### src/rtl/rtc_pkg.sv
// Shared definitions for the RTC bus arbiter and the init, time-write and periodic read FSMs.
package rtc_pkg;

  typedef enum logic [2:0] {
    ST_IDLE = 3'd0,
    ST_ADDR = 3'd1,
    ST_GAP1 = 3'd2,
    ST_DATA = 3'd3,
    ST_GAP2 = 3'd4,
    ST_DONE = 3'd5
  } rtc_state_e;

  localparam int NUM_REQ  = 3;
  localparam int REQ_INIT = 0;
  localparam int REQ_WR   = 1;
  localparam int REQ_RD   = 2;

  // RTC register map used by the requesting FSMs
  localparam logic [7:0] RTC_REG_CTRL = 8'h20;
  localparam logic [7:0] RTC_REG_SEC  = 8'h21;
  localparam logic [7:0] RTC_REG_MIN  = 8'h22;
  localparam logic [7:0] RTC_REG_HOUR = 8'h23;
  localparam logic [7:0] RTC_REG_DAY  = 8'h24;

endpackage

### src/rtl/rtc_prio_enc3.sv
// Fixed-priority one-hot encoder: init beats write beats read.
module rtc_prio_enc3
  import rtc_pkg::*;
(
  input  logic [NUM_REQ-1:0] req,
  output logic [NUM_REQ-1:0] pick
);

  always_comb begin
    pick = '0;
    if (req[REQ_INIT])    pick[REQ_INIT] = 1'b1;
    else if (req[REQ_WR]) pick[REQ_WR]   = 1'b1;
    else if (req[REQ_RD]) pick[REQ_RD]   = 1'b1;
  end

endmodule

### src/rtl/rtc_bus_arbiter.sv
// Arbitrates the multiplexed RTC bus between three requesters and runs one
// address/gap/data/gap bus cycle per grant with registered strobes.
module rtc_bus_arbiter
  import rtc_pkg::*;
#(
  parameter int T_PULSE = 7
) (
  input  logic                  clk,
  input  logic                  reset,
  input  logic [NUM_REQ-1:0]    req,
  input  logic [NUM_REQ-1:0]    we,
  input  logic [8*NUM_REQ-1:0]  addr,
  input  logic [8*NUM_REQ-1:0]  wdata,
  output logic [NUM_REQ-1:0]    gnt,
  output logic [NUM_REQ-1:0]    done,
  output logic [7:0]            rdata,
  output logic                  cs,
  output logic                  rd,
  output logic                  wr,
  output logic                  a_d,
  output logic [7:0]            ad_out,
  output logic                  ad_oe,
  input  logic [7:0]            ad_in
);

  localparam int CNT_W = $clog2(T_PULSE) + 1;
  localparam logic [CNT_W-1:0] CNT_LAST = CNT_W'(T_PULSE - 1);

  rtc_state_e           state;
  logic [CNT_W-1:0]     cnt;
  logic                 lat_we;
  logic [7:0]           lat_wdata;
  logic [NUM_REQ-1:0]   pick;
  logic [7:0]           pick_addr;
  logic [7:0]           pick_wdata;
  logic                 pick_we;
  logic                 phase_end;
  logic                 grant_now;

  rtc_prio_enc3 u_prio (
    .req  (req),
    .pick (pick)
  );

  always_comb begin
    pick_addr  = '0;
    pick_wdata = '0;
    pick_we    = 1'b0;
    for (int k = 0; k < NUM_REQ; k++) begin
      if (pick[k]) begin
        pick_addr  = addr[8*k +: 8];
        pick_wdata = wdata[8*k +: 8];
        pick_we    = we[k];
      end
    end
  end

  assign phase_end = (cnt == CNT_LAST);
  assign grant_now = (state == ST_IDLE) && (|req);

  // Write data is pure payload, only consumed after the grant that loads it
  always_ff @(posedge clk) begin
    if (grant_now) lat_wdata <= pick_wdata;
  end

  // Outputs are registered from the next state so strobes change on the same edge as the state
  always_ff @(posedge clk or posedge reset) begin
    if (reset) begin
      state  <= ST_IDLE;
      cnt    <= '0;
      lat_we <= 1'b0;
      gnt    <= '0;
      done   <= '0;
      rdata  <= 8'h00;
      cs     <= 1'b1;
      rd     <= 1'b1;
      wr     <= 1'b1;
      a_d    <= 1'b1;
      ad_out <= 8'h00;
      ad_oe  <= 1'b0;
    end else begin
      done <= '0;
      case (state)
        ST_IDLE: begin
          if (grant_now) begin
            state  <= ST_ADDR;
            cnt    <= '0;
            gnt    <= pick;
            lat_we <= pick_we;
            cs     <= 1'b0;
            rd     <= 1'b1;
            wr     <= 1'b0;
            a_d    <= 1'b0;
            ad_out <= pick_addr;
            ad_oe  <= 1'b1;
          end
        end
        ST_ADDR: begin
          if (phase_end) begin
            state <= ST_GAP1;
            cnt   <= '0;
            cs    <= 1'b1;
            rd    <= 1'b1;
            wr    <= 1'b1;
            ad_oe <= 1'b0;
          end else begin
            cnt <= cnt + CNT_W'(1);
          end
        end
        ST_GAP1: begin
          if (phase_end) begin
            state <= ST_DATA;
            cnt   <= '0;
            cs    <= 1'b0;
            a_d   <= 1'b1;
            if (lat_we) begin
              wr     <= 1'b0;
              ad_out <= lat_wdata;
              ad_oe  <= 1'b1;
            end else begin
              rd    <= 1'b0;
              ad_oe <= 1'b0;
            end
          end else begin
            cnt <= cnt + CNT_W'(1);
          end
        end
        ST_DATA: begin
          if (phase_end) begin
            state <= ST_GAP2;
            cnt   <= '0;
            cs    <= 1'b1;
            rd    <= 1'b1;
            wr    <= 1'b1;
            ad_oe <= 1'b0;
            if (!lat_we) rdata <= ad_in;
          end else begin
            cnt <= cnt + CNT_W'(1);
          end
        end
        ST_GAP2: begin
          if (phase_end) begin
            state <= ST_DONE;
            cnt   <= '0;
            done  <= gnt;
          end else begin
            cnt <= cnt + CNT_W'(1);
          end
        end
        ST_DONE: begin
          state <= ST_IDLE;
          gnt   <= '0;
        end
        default: begin
          state <= ST_IDLE;
          gnt   <= '0;
        end
      endcase
    end
  end

endmodule

### config.mk
export PLATFORM = sky130hd
export DESIGN_NAME = rtc_bus_arbiter
export DESIGN_NICKNAME = d
export VERILOG_FILES = /design/src/rtl/rtc_pkg.sv /design/src/rtl/rtc_prio_enc3.sv /design/src/rtl/rtc_bus_arbiter.sv
export SDC_FILE = /design/constraint.sdc
export NUM_CORES = 1
export LEC_CHECK = 0
export ABC_AREA = 1
export BUFFER_PORTS_ARGS = -buffer_cell sky130_fd_sc_hd__clkbuf_2
export CAP_MARGIN = 5
export CORE_MARGIN = 1
export CORE_UTILIZATION = 46
export CTS_BUF_LIST = sky130_fd_sc_hd__clkbuf_8
export CTS_CLUSTER_SIZE = 14
export DETAILED_ROUTE_END_ITERATION = 8
export MAX_ROUTING_LAYER = met4
export PLACE_DENSITY = 0.79
export SLEW_MARGIN = 20
export SYNTH_ARGS = -nofsm -noshare
export SYNTH_HDL_FRONTEND = slang
export SYNTH_HIERARCHICAL = 1
export SYNTH_SLANG_ARGS = --single-unit
### constraint.sdc
create_clock -name clk -period 1.5 [get_ports clk]
set_input_delay 0.075 -clock clk [delete_from_list [all_inputs] [get_ports clk]]
set_output_delay 0.075 -clock clk [all_outputs]
set_load 0.02 [all_outputs]
==> flow_metrics.tcl, run 1 <==
set metrics [dict create \
    finalHoldViolations 1 \
    status "complete, but fails checks" \
    drive_gt1_frac 0.407 \
    grtUsageTotal 0.236 \
    p_sw_mw 2.42 \
    drv_cap 0 \
    layout.area.seq_sq_um 1120 \
    max_slew_margin 0.721 \
    period_needed_ns 1.44 \
    power_frac_seq 0.360 \
    setup_tns_ns 0 \
    synthTopCellsByArea "dfrtp_1 (32%), nand2_1 (13%), edfxtp_1 (10%)" \
    p_leak_nw 1.65 \
    vias 2325 \
    finClkSkew_ns 0.00441 \
    violations "hold timing" \
    routabilityCongestion 0.823 \
    cts_buffers 5 \
    synth-main-ff-cell "dfrtp_1" \
    totalWireLength_mm 5.70 \
    clockBufferDepth 2 \
    clk_pin_slew_ns 0.08 \
    root_buffer "clkbuf_8" \
    p_comb_frac 0.476 \
    place_hpwl_mm 4.28 \
    path_max_fanout 8 \
    min_path_type "in2reg" \
    grt-ovfl-total 0 \
    grt_first_pass_wirelength_mm 9.35 \
    die_h_um 74.2 \
    synth_cell_type_count 31 \
    antenna_found_initial 0 \
    insertedDiodeCount 0 \
    rows 25 \
    cp.arrival_ns 1.67 \
    post_drt_via_cell_ratio 4.95 \
    die_area_sq_um 5500 \
    fill_cells 424 \
    initial_core_util 0.491 \
    worstSetupPathType "reg2reg" \
    num_io_pins 91 \
    synthesis.nets 362 \
    cts_sinks 43 \
    grt_pass1_vias 2071 \
    synth_area_sq_um 2400 \
    drc_errors 0 \
    syn_inst 296 \
    yosysMostFrequentCell "nand2_1" \
    vdd_drop_max_uv 1030 \
    synth_seq_cells 43 \
    drt_iter0_markers 126 \
    yosys.area.top_type "dfrtp_1" \
    startpoint_type "flip-flop" \
    utilization 0.651 \
    clock_latency_ns 0.30 \
    nets 468 \
    end_kind "flip-flop" \
    post-route-period-util 0.958 \
    synthTopCellsByCount "nand2_1 (81), dfrtp_1 (31), nand3_1 (31)" \
    worst_pin_slew_ns 0.418 \
    seq_area_frac_synth 0.468 \
    die_x_um 74.2 \
    pwr-share-clk 0.164 \
    core_area_sq_um 4880 \
    first_pass_iters 4 \
    cp.required_ns 1.73 \
    grt_max_degree 36 \
    multi_input_area_sq_um 1140 \
    htree_num_levels 2 \
    max_freq_mhz 696 \
    setup_viol 0 \
    ant_nets 0 \
    syn_to_final_growth_pct 32.5 \
    cts_tree "built" \
    synth.avg_cell_area_sq_um 8.10 \
    finalHoldWorstSlack_ns -0.00237 \
    port_buffers 90 \
    p_int_mw 3.20 \
    wl_per_cell_um 12.1 \
    synth-edff-count 8 \
    grt_setup_unrepaired "true" \
    yosys_warnings 6 \
    ys_async_sr_fraction 0.814 \
    p_per_area_nw_per_um2 1770 \
    report.final.slew_viol_count 0 \
    total_power_mw 5.62 \
    switching_share 0.431 \
    synth_top_area_share 0.324 \
]
[layout by cell type (no fill, tap or decap), drive strengths merged]
cell	Yosys	routed
clkbuf	2	96
nand2	92	92
nand3	32	33
dfrtp	31	31
a21oi	26	26
inv	26	26
nor2	25	25
o21ai	21	21
buf	9	12
or2	8	8
edfxtp	8	8
dlygate4sd3	0	7
dfstp	4	4
nor3	4	4
o22ai	2	2
ha	2	2
xor2	1	1
o211ai	1	1
xnor2	1	1
o21bai	1	1
clkinv	0	1
bufinv	0	1
[metrics by stage]
| step | instances | hold WS, ns | instance area [sq um] | setup slack [ns] |
|---|---|---|---|---|
| after floorplan | 296 | 0.217 | 2400 | 0.0405 |
| after detailed placement | 453 | 0.171 | 2950 | 0.0289 |
| final | 470 | -0.00237 | 3180 | 0.0627 |
| after CTS | 468 | 0.000169 | 3130 | 0.0239 |
| after global placement | 453 | 0.171 | 2950 | 0.0919 |
| after global routing | 470 | 0.00199 | 3180 | -0.0387 |
[worst paths after layout]
path                           from  endpoint  slack (ns)  depth (start not counted)
max in group asynchronous     reset       a_d        0.78                          4
hold reg to reg                  cs        cs        0.46                          2
setup / recovery             cnt[0]  rdata[4]        0.06                          7
min in group asynchronous     reset  rdata[0]        0.39                          4
hold / removal             ad_in[6]  rdata[6]      -0.002                          3
setup reg to reg             cnt[0]  rdata[4]        0.06                          7
[worst max-delay path: stages, from the launching register on]
cell,delay [ns]
dfrtp_1,0.38
inv_1,0.07
ha_2,0.20
nand2_2,0.07
nor2_4,0.20
buf_4,0.16
nand3_4,0.14
o21ai_2,0.16
[layout make-up]
type,instances,share of cell area
clock inverter,2,0.0110
clock buffer,6,0.0260
timing repair buffer,109,0.192
multi-input combinational,217,0.360
sequential,43,0.353
inverter,26,0.0315
tap,67,0.0264
[cell families after synthesis]
logic type               share of synthesized area
AO/OA/AOI/OAI                                0.122
AND/OR/NAND/NOR                              0.323
adder cells (fa/ha/maj)                     0.0104
buffers and inverters                       0.0699
flip-flops                                   0.468
XOR/XNOR                                   0.00731
[what timing repair did]
item | CTS | global route
endpoints found under the setup margin | 0 | 20
endpoints found under the hold margin | 37 | 0
gates resized for setup | 0 | 7
hold buffers | 7 | 0
buffers inserted | 0 | 1
[metal layers]
| metal | GRT usage | routed length (um) |
|---|---|---|
| met5 | - | 0 |
| met4 | 0.0897 | 100 |
| met3 | 0.0501 | 248 |
| met2 | 0.361 | 2750 |
| met1 | 0.306 | 2600 |
[flip-flops by register name, indices dropped and copies added, names as in the netlist]
| signal | flops |
|---|---|
| rdata | 8 |
| cnt | 4 |
| ad_out | 8 |
| lat_wdata | 8 |
| lat_we | 1 |
| done | 3 |
| cs | 1 |
| gnt | 3 |
| state | 3 |
| ad_oe | 1 |
| a_d | 1 |
| rd | 1 |
| wr | 1 |
[power by group through the flow]
stage	clock [mW]	sequential, mW	combinational (mW)
6_report	0.924	2.02	2.67
5_1_grt	0.999	2.07	2.99
4_1_cts	0.940	2.01	2.63
3_5_place_dp	0	2.03	2.60
3_3_place_gp	0	2.02	2.51
2_1_floorplan	0	2.32	1.53
(Power assumes the default switching activity.)
==> run 2, diff against run 1 <==
- ABC_AREA: 1 -> default
==> run 2 against run 1 <==
Net effect:
- the flow finishes with violations (setup timing)
- clock power down 2%
- critical path depth fell by 2
- cell area up 4.0%
- fmax fell by 16%
- die area shrank 2.0%
==> flow_metrics.tcl, run 2 <==
set metrics [dict create \
    status "complete, but fails checks" \
    violations "setup timing" \
    cp.arrival_ns 1.89 \
    timing.rr.start "cnt[0]" \
    power_frac_seq 0.356 \
    final_common_cell "clkbuf_2" \
    worstSetupPathType "reg2reg" \
    max_slew_margin 0.527 \
    hp-start "ad_in[6]" \
    core_area_sq_um 4820 \
    synthesis.nets 290 \
    port_buffers 90 \
    cts_buffers 5 \
    synthAdderAreaFrac 0.0107 \
    synthTopCellsByArea "dfrtp_1 (33%), edfxtp_1 (10%), o21ai_0 (6.0%)" \
    clockBufferDepth 2 \
    synth_top_area_share 0.330 \
    synth_area_sq_um 2350 \
    clk_pin_slew_ns 0.09 \
    wl_per_cell_um 15.1 \
    vias 2237 \
    post-route-period-util 1.14 \
    die_h_um 73.5 \
    yosys_warnings 6 \
    cts_sinks 43 \
    startpoint_type "flip-flop" \
    setup_viol 21 \
    critical_path.startpoint "cnt[0]" \
    rows 25 \
    report.final.slew_viol_count 0 \
    synth_xor_area_frac 0.00746 \
    grt_pass1_vias 2110 \
    synth-edff-count 8 \
    post_drt_via_cell_ratio 5.48 \
    max_freq_mhz 586 \
    p_int_mw 3.34 \
    p_comb_frac 0.474 \
    place_hpwl_mm 4.35 \
    ys_async_sr_fraction 0.814 \
    worst_pin_slew_ns 0.706 \
    grt_setup_unrepaired "true" \
    setup_slack_ns -0.207 \
    synth_simple_gate_area_frac 0.139 \
    routabilityCongestion 0.847 \
    synth_seq_cells 43 \
    synth_top_family_by_area "compound AO/OA/AOI/OAI gates" \
    dpl_cell_area_sq_um 3010 \
    drv_cap 0 \
    vdd_drop_max_uv 715 \
    num_io_pins 91 \
    syn_inst 224 \
    synthTopCellsByCount "dfrtp_1 (31), o21ai_0 (28), nand2_1 (19)" \
    synth_cell_type_count 48 \
    layout_common_cells "clkbuf_2 (90), buf_4 (31), dfrtp_1 (30), o21ai_0 (21), nand2_1 (18)" \
    synth_compound_area_frac 0.214 \
    drc_errors 0 \
    p_per_area_nw_per_um2 1610 \
    drt_iter0_markers 128 \
    first_pass_iters 4 \
    pwr-share-clk 0.170 \
    clock_latency_ns 0.30 \
    grt_first_pass_wirelength_mm 9.72 \
    cp.required_ns 1.69 \
    finClkSkew_ns 0.00782 \
    ant_nets 0 \
    antenna_found_initial 0 \
    drive_gt1_frac 0.531 \
    yosys.area.top_type "dfrtp_1" \
    cts_tree "built" \
    end_kind "flip-flop" \
    design_area_sq_um 3300 \
    grt-ovfl-total 0 \
    grtUsageTotal 0.243 \
    total_power_mw 5.33 \
    seq_area_frac_synth 0.477 \
    totalWireLength_mm 6.15 \
    die_x_um 73.5 \
    root_buffer "clkbuf_8" \
    switching_share 0.375 \
    largest_registers "ad_out (8), lat_wdata (8), rdata (8)" \
    min_path_type "in2reg" \
    synth-main-ff-cell "dfrtp_1" \
    initial_core_util 0.488 \
    syn_to_final_growth_pct 40.7 \
    period_needed_ns 1.71 \
    htree_num_levels 2 \
    finalHoldViolations 0 \
    path_max_fanout 8 \
    nets 406 \
    die_area_sq_um 5390 \
    grt_max_degree 36 \
    insertedDiodeCount 0 \
    synth.avg_cell_area_sq_um 10.5 \
    p_sw_mw 2.00 \
    p_leak_nw 1.54 \
    yosysMostFrequentCell "dfrtp_1" \
    synthMuxAreaShare 0.0986 \
]
## run 2: changes by cell type in the layout (fill, tap and decap cells not counted), sizes merged, moves of 7 or more
cell / change
a21oi: -16
a221oi: +8
a22oi: +9
buf: +21
inv: -21
mux2: +17
nand2: -71
nand3: -29
nor2: -16
o21ai: +8
o2bb2ai: +8
or2: -7
## run 2: path summary, 6_finish.rpt
kind                       slack (ns)       end  cells past startpoint
hold reg to reg                  0.48        wr                      2
min in group asynchronous        0.45  rdata[7]                      4
setup / recovery                -0.21  rdata[0]                      5
max in group asynchronous        0.70       a_d                      4
hold / removal                  0.007  rdata[6]                      2
setup reg to reg                -0.21  rdata[0]                      5
## run 2: per-layer routing
metal,share of wire,track usage,up-vias
met5,0,-,-
met4,0.015,0.0684,0
met3,0.054,0.0466,10
met2,0.51,0.389,87
met1,0.42,0.313,1075
li1,-,-,1065
## run 2: worst max-delay path, stage by stage (launching register included)
cell and delay (ns):
dfrtp_1 0.38, inv_1 0.06, ha_2 0.19, nand4b_1 0.14, or3_4 0.50, mux2_4 0.33
## run 2: power groups by stage
stage	clock network, mW	registers, mW	logic (mW)
after floorplan	0	2.16	1.20
after global placement	0	1.89	2.23
after detailed placement	0	1.90	2.28
after CTS	0.920	1.88	2.38
after global routing	0.969	1.94	2.76
final	0.906	1.90	2.53
## run 2: repair_timing
item	in CTS	in global routing
endpoints found under the setup margin	25	30
resized for setup	10	25
gates cloned	1	0
hold buffers	4	0
pin swaps	3	9
endpoints found under the hold margin	34	0
setup buffers	46	2
## run 2: metrics by stage
stage / std cells / util / hold slack, ns / setup slack, ns / TNS [ns]
2_1_floorplan: 224 / - / 0.224 / -0.207 / -3.25
3_3_place_gp: 391 / 0.625 / 0.175 / -0.247 / -5.04
3_5_place_dp: 391 / 0.625 / 0.181 / -0.372 / -6.54
4_1_cts: 407 / 0.668 / 0.00615 / -0.186 / -2.20
5_1_grt: 408 / 0.686 / 0.00810 / -0.240 / -4.09
6_report: 408 / 0.686 / 0.00730 / -0.207 / -2.67
## run 2: final cells by class
| cell class | count | area [sq um] |
|---|---|---|
| Fill cell | 375 | 1510 |
| Multi-Input combinational cell | 158 | 1210 |
| Sequential cell | 43 | 1120 |
| Timing Repair Buffer | 127 | 754 |
| Tap cell | 67 | 83.8 |
| Clock buffer | 5 | 68.8 |
| Clock inverter | 3 | 43.8 |
| Inverter | 5 | 18.8 |
## run 2: logic make-up after synthesis
group	count (synthesis)
AO/OA/AOI/OAI	77
AND/OR/NAND/NOR	58
flip-flops	43
buffers and inverters	24
multiplexers	18
XOR/XNOR	2
adder cells (fa/ha/maj)	2
